`src/rtl/pisa_pkg.sv`:
```
// Shared PISA core definitions: control-word encodings, instruction field
// positions and the fetch sequencer state type.
package pisa_pkg;

    typedef enum logic [1:0] {
        JMP_NONE  = 2'd0,
        JMP_RDEST = 2'd1,
        JMP_IMM   = 2'd2,
        JMP_ADDR  = 2'd3
    } jump_src_enum_t;

    typedef enum logic [2:0] {
        JC_ALWAYS   = 3'b000,
        JC_NEVER_1  = 3'b001,
        JC_ZERO     = 3'b010,
        JC_NOT_ZERO = 3'b011,
        JC_NEG      = 3'b100,
        JC_NOT_NEG  = 3'b101,
        JC_NEVER_6  = 3'b110,
        JC_NEVER_7  = 3'b111
    } jump_condition_enum_t;

    typedef enum logic [2:0] {
        ST_FETCH   = 3'd0,
        ST_WAIT    = 3'd1,
        ST_DECODE  = 3'd2,
        ST_EXECUTE = 3'd3,
        ST_HALTED  = 3'd4
    } fetch_state_t;

    localparam int unsigned OPCODE_MSB = 31;
    localparam int unsigned OPCODE_LSB = 24;
    localparam int unsigned RDEST_MSB  = 23;
    localparam int unsigned RDEST_LSB  = 20;
    localparam int unsigned RSRC1_MSB  = 19;
    localparam int unsigned RSRC1_LSB  = 16;
    localparam int unsigned RSRC2_MSB  = 15;
    localparam int unsigned RSRC2_LSB  = 12;
    localparam int unsigned IMM_MSB    = 15;
    localparam int unsigned IMM_LSB    = 0;

endpackage

```
`src/rtl/branch_resolve.sv`:
```
// Combinational jump resolution: evaluates the jump condition against the ALU
// flags and selects the jump target for the current control word.
module branch_resolve
    import pisa_pkg::*;
#(
    parameter int unsigned ADDR_WIDTH = 16
) (
    input  logic [1:0]            jmp_src,
    input  logic [2:0]            jump_condition,
    input  logic                  flag_zero,
    input  logic                  flag_negative,
    input  logic [ADDR_WIDTH-1:0] pc,
    input  logic [15:0]           immediate,
    input  logic [ADDR_WIDTH-1:0] rdest_value,
    input  logic [ADDR_WIDTH-1:0] jump_addr,
    output logic                  taken,
    output logic [ADDR_WIDTH-1:0] target
);

    jump_src_enum_t          w_src;
    jump_condition_enum_t    w_cond;
    logic                    w_cond_met;
    logic [ADDR_WIDTH-1:0]   w_imm_ext;

    assign w_src     = jump_src_enum_t'(jmp_src);
    assign w_cond    = jump_condition_enum_t'(jump_condition);
    // Sign-extend (or truncate) the immediate to the address width; the add wraps.
    assign w_imm_ext = ADDR_WIDTH'($signed(immediate));

    always_comb begin
        w_cond_met = 1'b0;
        case (w_cond)
            JC_ALWAYS:   w_cond_met = 1'b1;
            JC_ZERO:     w_cond_met = flag_zero;
            JC_NOT_ZERO: w_cond_met = ~flag_zero;
            JC_NEG:      w_cond_met = flag_negative;
            JC_NOT_NEG:  w_cond_met = ~flag_negative;
            default:     w_cond_met = 1'b0;
        endcase
    end

    assign taken = (w_src != JMP_NONE) && w_cond_met;

    always_comb begin
        target = pc;
        case (w_src)
            JMP_RDEST: target = rdest_value;
            JMP_IMM:   target = pc + w_imm_ext;
            JMP_ADDR:  target = jump_addr;
            default:   target = pc;
        endcase
    end

endmodule

```
`src/rtl/fetch_sequencer.sv`:
```
// PISA instruction fetch / PC sequencer: issues single outstanding imem reads,
// holds the instruction register and resolves halt and jumps after EXECUTE.
module fetch_sequencer
    import pisa_pkg::*;
#(
    parameter int unsigned           ADDR_WIDTH = 16,
    parameter logic [ADDR_WIDTH-1:0] RESET_PC   = '0
) (
    input  logic                  clk,
    input  logic                  rst_n,
    output logic                  imem_req_valid,
    input  logic                  imem_req_ready,
    output logic [ADDR_WIDTH-1:0] imem_addr,
    input  logic                  imem_rsp_valid,
    input  logic [31:0]           imem_rsp_data,
    output logic [7:0]            opcode,
    output logic [3:0]            rdest_idx,
    output logic [3:0]            rsrc1_idx,
    output logic [3:0]            rsrc2_idx,
    output logic [15:0]           immediate,
    input  logic                  halt,
    input  logic [1:0]            jmp_src,
    input  logic [2:0]            jump_condition,
    input  logic                  flag_zero,
    input  logic                  flag_negative,
    input  logic [ADDR_WIDTH-1:0] rdest_value,
    input  logic [ADDR_WIDTH-1:0] jump_addr,
    input  logic                  ex_busy,
    output logic [ADDR_WIDTH-1:0] pc,
    output logic                  insn_valid,
    output logic                  halted
);

    fetch_state_t          r_state;
    logic [ADDR_WIDTH-1:0] r_pc;
    logic [31:0]           r_insn;
    logic                  w_taken;
    logic [ADDR_WIDTH-1:0] w_target;

    branch_resolve #(
        .ADDR_WIDTH(ADDR_WIDTH)
    ) u_branch_resolve (
        .jmp_src       (jmp_src),
        .jump_condition(jump_condition),
        .flag_zero     (flag_zero),
        .flag_negative (flag_negative),
        .pc            (r_pc),
        .immediate     (r_insn[IMM_MSB:IMM_LSB]),
        .rdest_value   (rdest_value),
        .jump_addr     (jump_addr),
        .taken         (w_taken),
        .target        (w_target)
    );

    always_ff @(posedge clk or negedge rst_n) begin
        if (!rst_n) begin
            r_state <= ST_FETCH;
            r_pc    <= RESET_PC;
            r_insn  <= '0;
        end else begin
            case (r_state)
                ST_FETCH: begin
                    if (imem_req_ready) begin
                        r_state <= ST_WAIT;
                    end
                end
                ST_WAIT: begin
                    if (imem_rsp_valid) begin
                        r_insn  <= imem_rsp_data;
                        r_state <= ST_DECODE;
                    end
                end
                ST_DECODE: begin
                    r_state <= ST_EXECUTE;
                end
                ST_EXECUTE: begin
                    if (!ex_busy) begin
                        if (halt) begin
                            r_state <= ST_HALTED;
                        end else begin
                            r_pc    <= w_taken ? w_target : r_pc + ADDR_WIDTH'(1);
                            r_state <= ST_FETCH;
                        end
                    end
                end
                ST_HALTED: begin
                    r_state <= ST_HALTED;
                end
                default: begin
                    r_state <= ST_FETCH;
                end
            endcase
        end
    end

    // Reset state is FETCH, so the request is gated by rst_n to read 0 in reset.
    assign imem_req_valid = (r_state == ST_FETCH) && rst_n;
    assign imem_addr      = r_pc;
    assign pc             = r_pc;
    assign insn_valid     = (r_state == ST_DECODE) || (r_state == ST_EXECUTE);
    assign halted         = (r_state == ST_HALTED);

    assign opcode    = r_insn[OPCODE_MSB:OPCODE_LSB];
    assign rdest_idx = r_insn[RDEST_MSB:RDEST_LSB];
    assign rsrc1_idx = r_insn[RSRC1_MSB:RSRC1_LSB];
    assign rsrc2_idx = r_insn[RSRC2_MSB:RSRC2_LSB];
    assign immediate = r_insn[IMM_MSB:IMM_LSB];

endmodule

```
`config.mk`:
```
export PLATFORM = sky130hd
export DESIGN_NAME = fetch_sequencer
export DESIGN_NICKNAME = d
export VERILOG_FILES = /design/src/rtl/pisa_pkg.sv /design/src/rtl/branch_resolve.sv /design/src/rtl/fetch_sequencer.sv
export SDC_FILE = /design/constraint.sdc
export NUM_CORES = 1
export LEC_CHECK = 0
export BUFFER_PORTS_ARGS = -buffer_cell sky130_fd_sc_hd__buf_2
export CORE_ASPECT_RATIO = 1.2
export CORE_MARGIN = 2
export CORE_UTILIZATION = 35
export DETAILED_ROUTE_END_ITERATION = 10
export GPL_TIMING_DRIVEN = 0
export SLEW_MARGIN = 20
export SYNTH_ARGS = -nofsm -noshare
export SYNTH_HDL_FRONTEND = slang
export SYNTH_SLANG_ARGS = --single-unit
```
`constraint.sdc`:
```
create_clock -name clk -period 2.5 [get_ports clk]
set_input_delay 0.125 -clock clk [delete_from_list [all_inputs] [get_ports clk]]
set_output_delay 0.125 -clock clk [all_outputs]
set_load 0.03 [all_outputs]
```
==> impl_results.md, run 1 <==
* Die Ht at 118 µm
* Initial antenna violation count at 0
* Routed wire length at 11500 µm
* Post-synthesis async set-or-reset flop share at 100%
* Buffers on Ports at 146
* Post-layout nets at 657
* Via count at 3775
* Clock Sinks at 51
* 1st-pass router iterations at 5
* Utilization after layout at 46.4%
* Skew final at 0.00460 ns
* I/O pin total at 148
* Syn Inst Count at 407
* Clk Latency, worst-skew pair at 0.30 ns
* Fin crit period at 2.38 ns
* EDFF count, synth at 0
* Largest net degree at the start of global routing at 53
* Register area share after synthesis at 33.8%
* FP Rows at 41
* Syn Nets at 501
* GRT Total Usage at 19.4%
* Rel. slew slack at 55.2%
* Via/cell ratio at 5.45
* Number of synthesis warnings at 0
* Clock buffer depth at 2
* Mapped cell area at 3770 µm²
* Pleak at 2.33 nW
* CTS tree: built
* Crit end category: flip-flop
* Number of CTS-inserted buffers at 5
* Mean Syn Cell Area at 9.27 µm²
* CP Launch Type: flip-flop
* Final antenna-violating net count at 0
* VDD IR max at 677 µV
* Min-Delay Path Class: in2reg
* First-pass GRT wire length at 18300 µm
* Placed cells at 682
* DIE AREA at 11600 µm²
* Setup CP Type: reg2reg
* Top FF cell, synth: dfrtp_1
* Register bit total from synthesis at 51
* P&R area growth vs syn at 29.5%
* Hpwl dp at 8720 µm
* Reg2reg path depth at 9
* Vias in the first global route at 3657
* DRC viols at 0
* CTS Root Cell: clkbuf_16
* DR iter-0 viols at 195
* RR Startpoint: imem_addr[0]$_DFFE_PN0P_
* Final setup viols at 0
* PD cells at 1500 nW/µm²
* Worst-path clk slew at 0.07 ns
* Status: finished, final reports clean
* Slew Limit Fails at 0
* Ant diodes at 0
* Non-Filler Instances at 693
* Slew @ Worst Pin at 0.672 ns
* Max-cap violations at 0
* Final hold vios at 0
* Overflow left after global routing at 0
* Fillers at 1057
* Share of layout cells above drive strength 1 at 42.9%
* Netlist cell types at 65
* Flop2flop setup slack at 0.12 ns
* Max FO, Critical Path at 5
* Routed length per instance at 16.5 µm
* CP Launch Point: imem_addr[0]$_DFFE_PN0P_
* Critical Path RT at 2.70 ns
* Reg-to-reg critical path endpoint: imem_addr[14]$_DFFE_PN0P_
* FMAX at 420 MHz
* Part of the cycle the worst path needs at 95.3%
* Die W at 98.8 µm
* GPL Wtd Cong at 0.906
* Htree depth at 2
* Core ar. at 10500 µm²
* Hold wc startpoint: imem_rsp_data[30]
* Crit path capture: imem_addr[14]$_DFFE_PN0P_
* Initial core utilization at 35.9%
* Critical Path AT at 2.58 ns
-- layer usage --
layer	part of all wire, %	up-vias	GRT usage, %	wire, µm
met5	0	-	0	0
met4	1.9	0	5.48	218
met3	5.8	16	3.44	661
met2	50	154	33.6	5730
met1	42	1799	24.4	4860
li1	-	1806	-	-
-- where the power goes --
part	switching [mW]	internal, mW
Clock	0.338	0.401
Sequential	0.495	1.24
Combinational	2.96	1.91
-- flip-flops by register name (all words and copies together) (netlist names) --
name and flops:
r_insn 32, imem_addr 16, r_state 3
-- area by class of cell --
cell class                 instances  area, µm²  share of cell area, %
timing repair buffer             150        766                   15.7
tap                              129        161                   3.31
inverter                          19       71.3                   1.46
multi-input combinational        298       2180                   44.7
clock buffer                       6        139                   2.84
sequential                        51       1280                   26.2
clock inverter                     2       16.3                  0.333
buffer                            38        265                   5.43
-- kinds of logic (layout without fill, tap and decap cells) --
family | Yosys count | in the layout | share of synthesized area, %
DFF | 51 | 51 | 33.8
adders and majority gates | 17 | 17 | 5.84
xor gates and xnor gates | 6 | 6 | 1.39
and+or+nand+nor | 116 | 116 | 16.5
buffers and inverters | 58 | 215 | 9.02
AOI/OAI and AO/OA | 120 | 120 | 22.0
muxes | 39 | 39 | 11.4
-- critical path: stages, from the launching register on --
cell	delay (ns)
dfrtp_2	0.41
ha_1	0.20
inv_1	0.06
fa_1	0.41
nor2b_4	0.17
o2111ai_2	0.14
nand3b_1	0.21
a31oi_1	0.14
xor2_1	0.19
a2111oi_2	0.35
-- cell usage in the layout, fill, tap and decap left out, types with 5 or more instances in the layout --
| master | instances |
|---|---|
| buf_2 | 150 |
| dfrtp_1 | 48 |
| nand2_1 | 34 |
| mux2_2 | 29 |
| buf_4 | 27 |
| a21oi_1 | 27 |
| o21ai_0 | 24 |
| inv_1 | 19 |
| nand3_1 | 16 |
| nor2_1 | 15 |
| ha_1 | 15 |
| nor3_1 | 9 |
| or3_1 | 6 |
| mux2i_1 | 6 |
| o211ai_1 | 6 |
| a31oi_1 | 6 |
| nand2b_1 | 5 |
| a21o_1 | 5 |
| o21a_1 | 5 |
| o22ai_1 | 5 |
| clkbuf_16 | 5 |
-- synth_stat cells, types with 3 or more instances --
cell	instances	area [µm²]
o21a_1	5	37.5
ha_1	16	200
nor3_1	9	45.0
buf_4	23	173
a21oi_1	29	145
a21o_1	5	37.5
mux2_2	29	327
buf_2	5	25.0
a211oi_1	4	30.0
o22ai_1	5	31.3
or3_1	6	37.5
nor2_1	15	56.3
o211ai_1	6	45.0
o21ai_0	24	120
buf_1	4	15.0
clkbuf_1	3	11.3
mux2_1	4	45.0
nor2b_1	4	25.0
nand3b_1	3	22.5
o2111ai_1	4	35.0
and3_1	4	25.0
o2111a_1	3	33.8
mux2i_1	6	60.1
buf_6	4	45.0
nand2_1	34	128
a31o_2	3	26.3
inv_1	19	71.3
a311oi_1	4	35.0
nand3_1	16	80.1
and4_1	3	26.3
a31oi_1	7	43.8
nand2b_1	5	31.3
xor2_1	4	35.0
dfrtp_1	51	1280
and2_1	3	18.8
-- metrics by stage --
stage / area, µm² / total power [mW] / setup TNS [ns] / setup slack, ns / hold slack (ns)
floorplan: 3770 / 5.20 / 0 / 0.0992 / -0.171
global placement: 4660 / 6.41 / 0 / 0.0156 / 0.336
detailed placement: 4670 / 6.48 / 0 / 0.0293 / 0.213
CTS: 4840 / 7.27 / 0 / 0.0589 / 0.0326
global route: 4880 / 7.88 / -0.0261 / -0.0261 / 0.0397
finish: 4880 / 7.35 / 0 / 0.119 / 0.0349
-- what timing repair did --
item,in CTS,in global routing
gates resized for setup,2,7
setup endpoints to repair,1,5
hold endpoints to repair,51,0
pin swaps,0,1
hold buffers,1,0
setup buffers,0,3
-- how the worst min path moves through the flow --
| stage | end | slack, ns | cells past startpoint |
|---|---|---|---|
| 2_1_floorplan | imem_addr[0]$_DFFE_PN0P_ | -0.17 | 0 |
| 3_3_place_gp | r_insn[1]$_DFFE_PN0P_ | 0.34 | 3 |
| 3_5_place_dp | r_insn[19]$_DFFE_PN0P_ | 0.21 | 1 |
| 4_1_cts | r_insn[30]$_DFFE_PN0P_ | 0.03 | 2 |
| 5_1_grt | r_insn[30]$_DFFE_PN0P_ | 0.04 | 2 |
| 6_report | r_insn[30]$_DFFE_PN0P_ | 0.03 | 2 |
No activity file was read; power rests on OpenSTA's default activity.
==> run 2, diff against run 1 <==
--- a/config.mk
+++ b/config.mk
@@ -6,11 +6,15 @@
 export NUM_CORES = 1
 export LEC_CHECK = 0
 export BUFFER_PORTS_ARGS = -buffer_cell sky130_fd_sc_hd__buf_2
+export CELL_PAD_IN_SITES_DETAIL_PLACEMENT = 0
+export CELL_PAD_IN_SITES_GLOBAL_PLACEMENT = 1
 export CORE_ASPECT_RATIO = 1.2
-export CORE_MARGIN = 2
+export CORE_MARGIN = 3
 export CORE_UTILIZATION = 35
 export DETAILED_ROUTE_END_ITERATION = 10
+export GPL_ROUTABILITY_DRIVEN = 0
 export GPL_TIMING_DRIVEN = 0
+export PLACE_DENSITY_LB_ADDON = 0.1
 export SLEW_MARGIN = 20
 export SYNTH_ARGS = -nofsm -noshare
 export SYNTH_HDL_FRONTEND = slang
==> run 2 against run 1 <==
First-iteration DRC count decreased by 8.2%. Via count decreased by 1.1%. Critical path type unchanged. Maximum frequency increased by 0.21%. Sequential share of layout area decreased by 0.071 points. Total power increased by 1.0%. Final area about the same. Combinational power about the same. Die area increased by 3.8%.
==> impl_results.md, run 2 (synthesis gave the netlist of run 1 again) <==
* Status: finished, final reports clean
* Min-Delay Path Class: in2reg
* Routed length per instance at 17.4 µm
* Utilization after layout at 47.6%
* I/O pin total at 148
* Clk pwr share at 10.9%
* Fin crit period at 2.38 ns
* Clock Sinks at 51
* 1st-pass router iterations at 4
* Slew Limit Fails at 0
* DRC viols at 0
* Hpwl dp at 9390 µm
* Htree depth at 2
* Crit end category: flip-flop
* Slew @ Worst Pin at 0.706 ns
* Post-layout nets at 657
* CP Launch Type: flip-flop
* Critical Path AT at 2.56 ns
* GRT Total Usage at 19.1%
* Reg power frac at 23.5%
* CTS Root Cell: clkbuf_16
* PD cells at 1520 nW/µm²
* FP Rows at 40
* Rel. slew slack at 52.9%
* Critical path's largest stage delay at 0.50 ns
* VDD IR max at 688 µV
* Placed cells at 679
* Skew final at 0.00568 ns
* Clock buffer depth at 2
* Largest net degree at the start of global routing at 53
* Number of CTS-inserted buffers at 5
* Part of the cycle the worst path needs at 95.1%
* Share of layout cells above drive strength 1 at 42.4%
* Max FO, Critical Path at 8
* Core ar. at 10300 µm²
* Die Ht at 120 µm
* Gate power share at 65.6%
* DR iter-0 viols at 179
* Pre-CTS setup slack at -0.00242 ns
* Initial antenna violation count at 0
* Critical Path RT at 2.68 ns
* Max FFs per register at 32
* Initial core utilization at 36.8%
* Final worst setup slack at 0.124 ns
* P&R area growth vs syn at 29.6%
* Final hold vios at 0
* Pleak at 2.34 nW
* Most common cell after layout, fill and taps aside: buf_2
* First-pass GRT wire length at 18200 µm
* Cell area after layout at 4890 µm²
* Max-cap violations at 0
* Worst-path clk slew at 0.08 ns
* Via/cell ratio at 5.41
* Commonest non-fill, non-tap cells in the layout: buf_2 (150), dfrtp_1 (50), nand2_1 (34), mux2_2 (29), a21oi_1 (28)
* Slowest CP cell: dfrtp_1
* Setup CP Type: reg2reg
* Critical path, cell by cell: ha_1 -> a21oi_1 -> o221ai_1 -> a21o_1 -> or3_1 -> a31oi_1 -> nor2_1
* Die W at 101 µm
* Buffers on Ports at 146
* Internal power at 3.62 mW
* Clk Latency, worst-skew pair at 0.29 ns
* Ant diodes at 0
* Routed wire length at 12000 µm
* Final antenna-violating net count at 0
* Reg with most FFs: r_insn
* RSZ-0062 raised after global routing: no
* CTS tree: built
* Non-Filler Instances at 690
* FMAX at 421 MHz
* Overflow left after global routing at 0
* Net Switching at 3.81 mW
* Final setup viols at 0
* DIE AREA at 12100 µm²
* Vias in the first global route at 3498
* Via count at 3734
* DP Area at 4660 µm²
* Sw frac at 51.3%
-- run 2: cell types whose count changed in the layout (fill, tap and decap cells not counted), sizes merged --
cell | previous run | this run
inv | 19 | 20
bufinv | 0 | 1
clkbuf | 8 | 7
clkinvlp | 1 | 0
-- run 2: power by group through the flow --
stage                     clock [mW]  sequential (mW)  combinational (mW)
final                          0.812             1.74                4.87
after global routing           0.874             1.81                5.28
after CTS                      0.835             1.76                4.81
after detailed placement           0             1.78                4.79
after global placement             0             1.75                4.75
after floorplan                    0             2.41                2.79
-- run 2: final cells by class --
class / count / area, µm²
Fill cell: 1027 / 5370
Multi-Input combinational cell: 298 / 2180
Sequential cell: 51 / 1280
Timing Repair Buffer: 150 / 766
Buffer: 38 / 265
Tap cell: 126 / 158
Clock buffer: 5 / 125
Inverter: 19 / 71.3
Clock inverter: 3 / 47.5
-- run 2: timing repair --
item                                    in CTS  in global routing
hold buffers                                 1                  0
pin swaps                                    0                  1
gates resized for setup                      2                  5
endpoints found under the setup margin       1                  5
setup buffers                                0                  3
endpoints found under the hold margin       51                  0
-- run 2: through the flow --
stage | total power [mW] | hold slack (ns) | setup TNS, ns
finish | 7.43 | 0.0346 | 0
global placement | 6.50 | 0.332 | 0
CTS | 7.41 | 0.0278 | 0
detailed placement | 6.56 | 0.221 | -0.00242
global route | 7.97 | 0.0285 | 0
floorplan | 5.20 | -0.171 | 0
-- run 2: per-layer routing --
layer / track usage (%) / up-vias / wire length, µm
met4: 4.89 / 0 / 203
met2: 33.8 / 126 / 6100
met1: 24.0 / 1784 / 4900
met3: 2.91 / 14 / 773
met5: 0 / - / 0
li1: - / 1810 / -
-- run 2: worst paths after layout --
path / start / to / slack, ns / depth (start not counted)
worst max-delay path: imem_addr[8]$_DFFE_PN0P_ / imem_addr[11]$_DFFE_PN0P_ / 0.12 / 7
worst min-delay path: imem_rsp_data[1] / r_insn[1]$_DFFE_PN0P_ / 0.03 / 3
worst max register to register: imem_addr[8]$_DFFE_PN0P_ / imem_addr[11]$_DFFE_PN0P_ / 0.12 / 7
worst min register to register: r_insn[28]$_DFFE_PN0P_ / r_insn[28]$_DFFE_PN0P_ / 0.49 / 1
max in group asynchronous: rst_n / imem_addr[0]$_DFFE_PN0P_ / 1.58 / 2
min in group asynchronous: rst_n / imem_addr[14]$_DFFE_PN0P_ / 0.41 / 2
-- run 2: critical path: cells and delay by family, from the launching register on --
family	cells	cell delay, ns
AOI/OAI and AO/OA	4	0.97
adders and majority gates	1	0.42
DFF	1	0.50
and+or+nand+nor	2	0.38
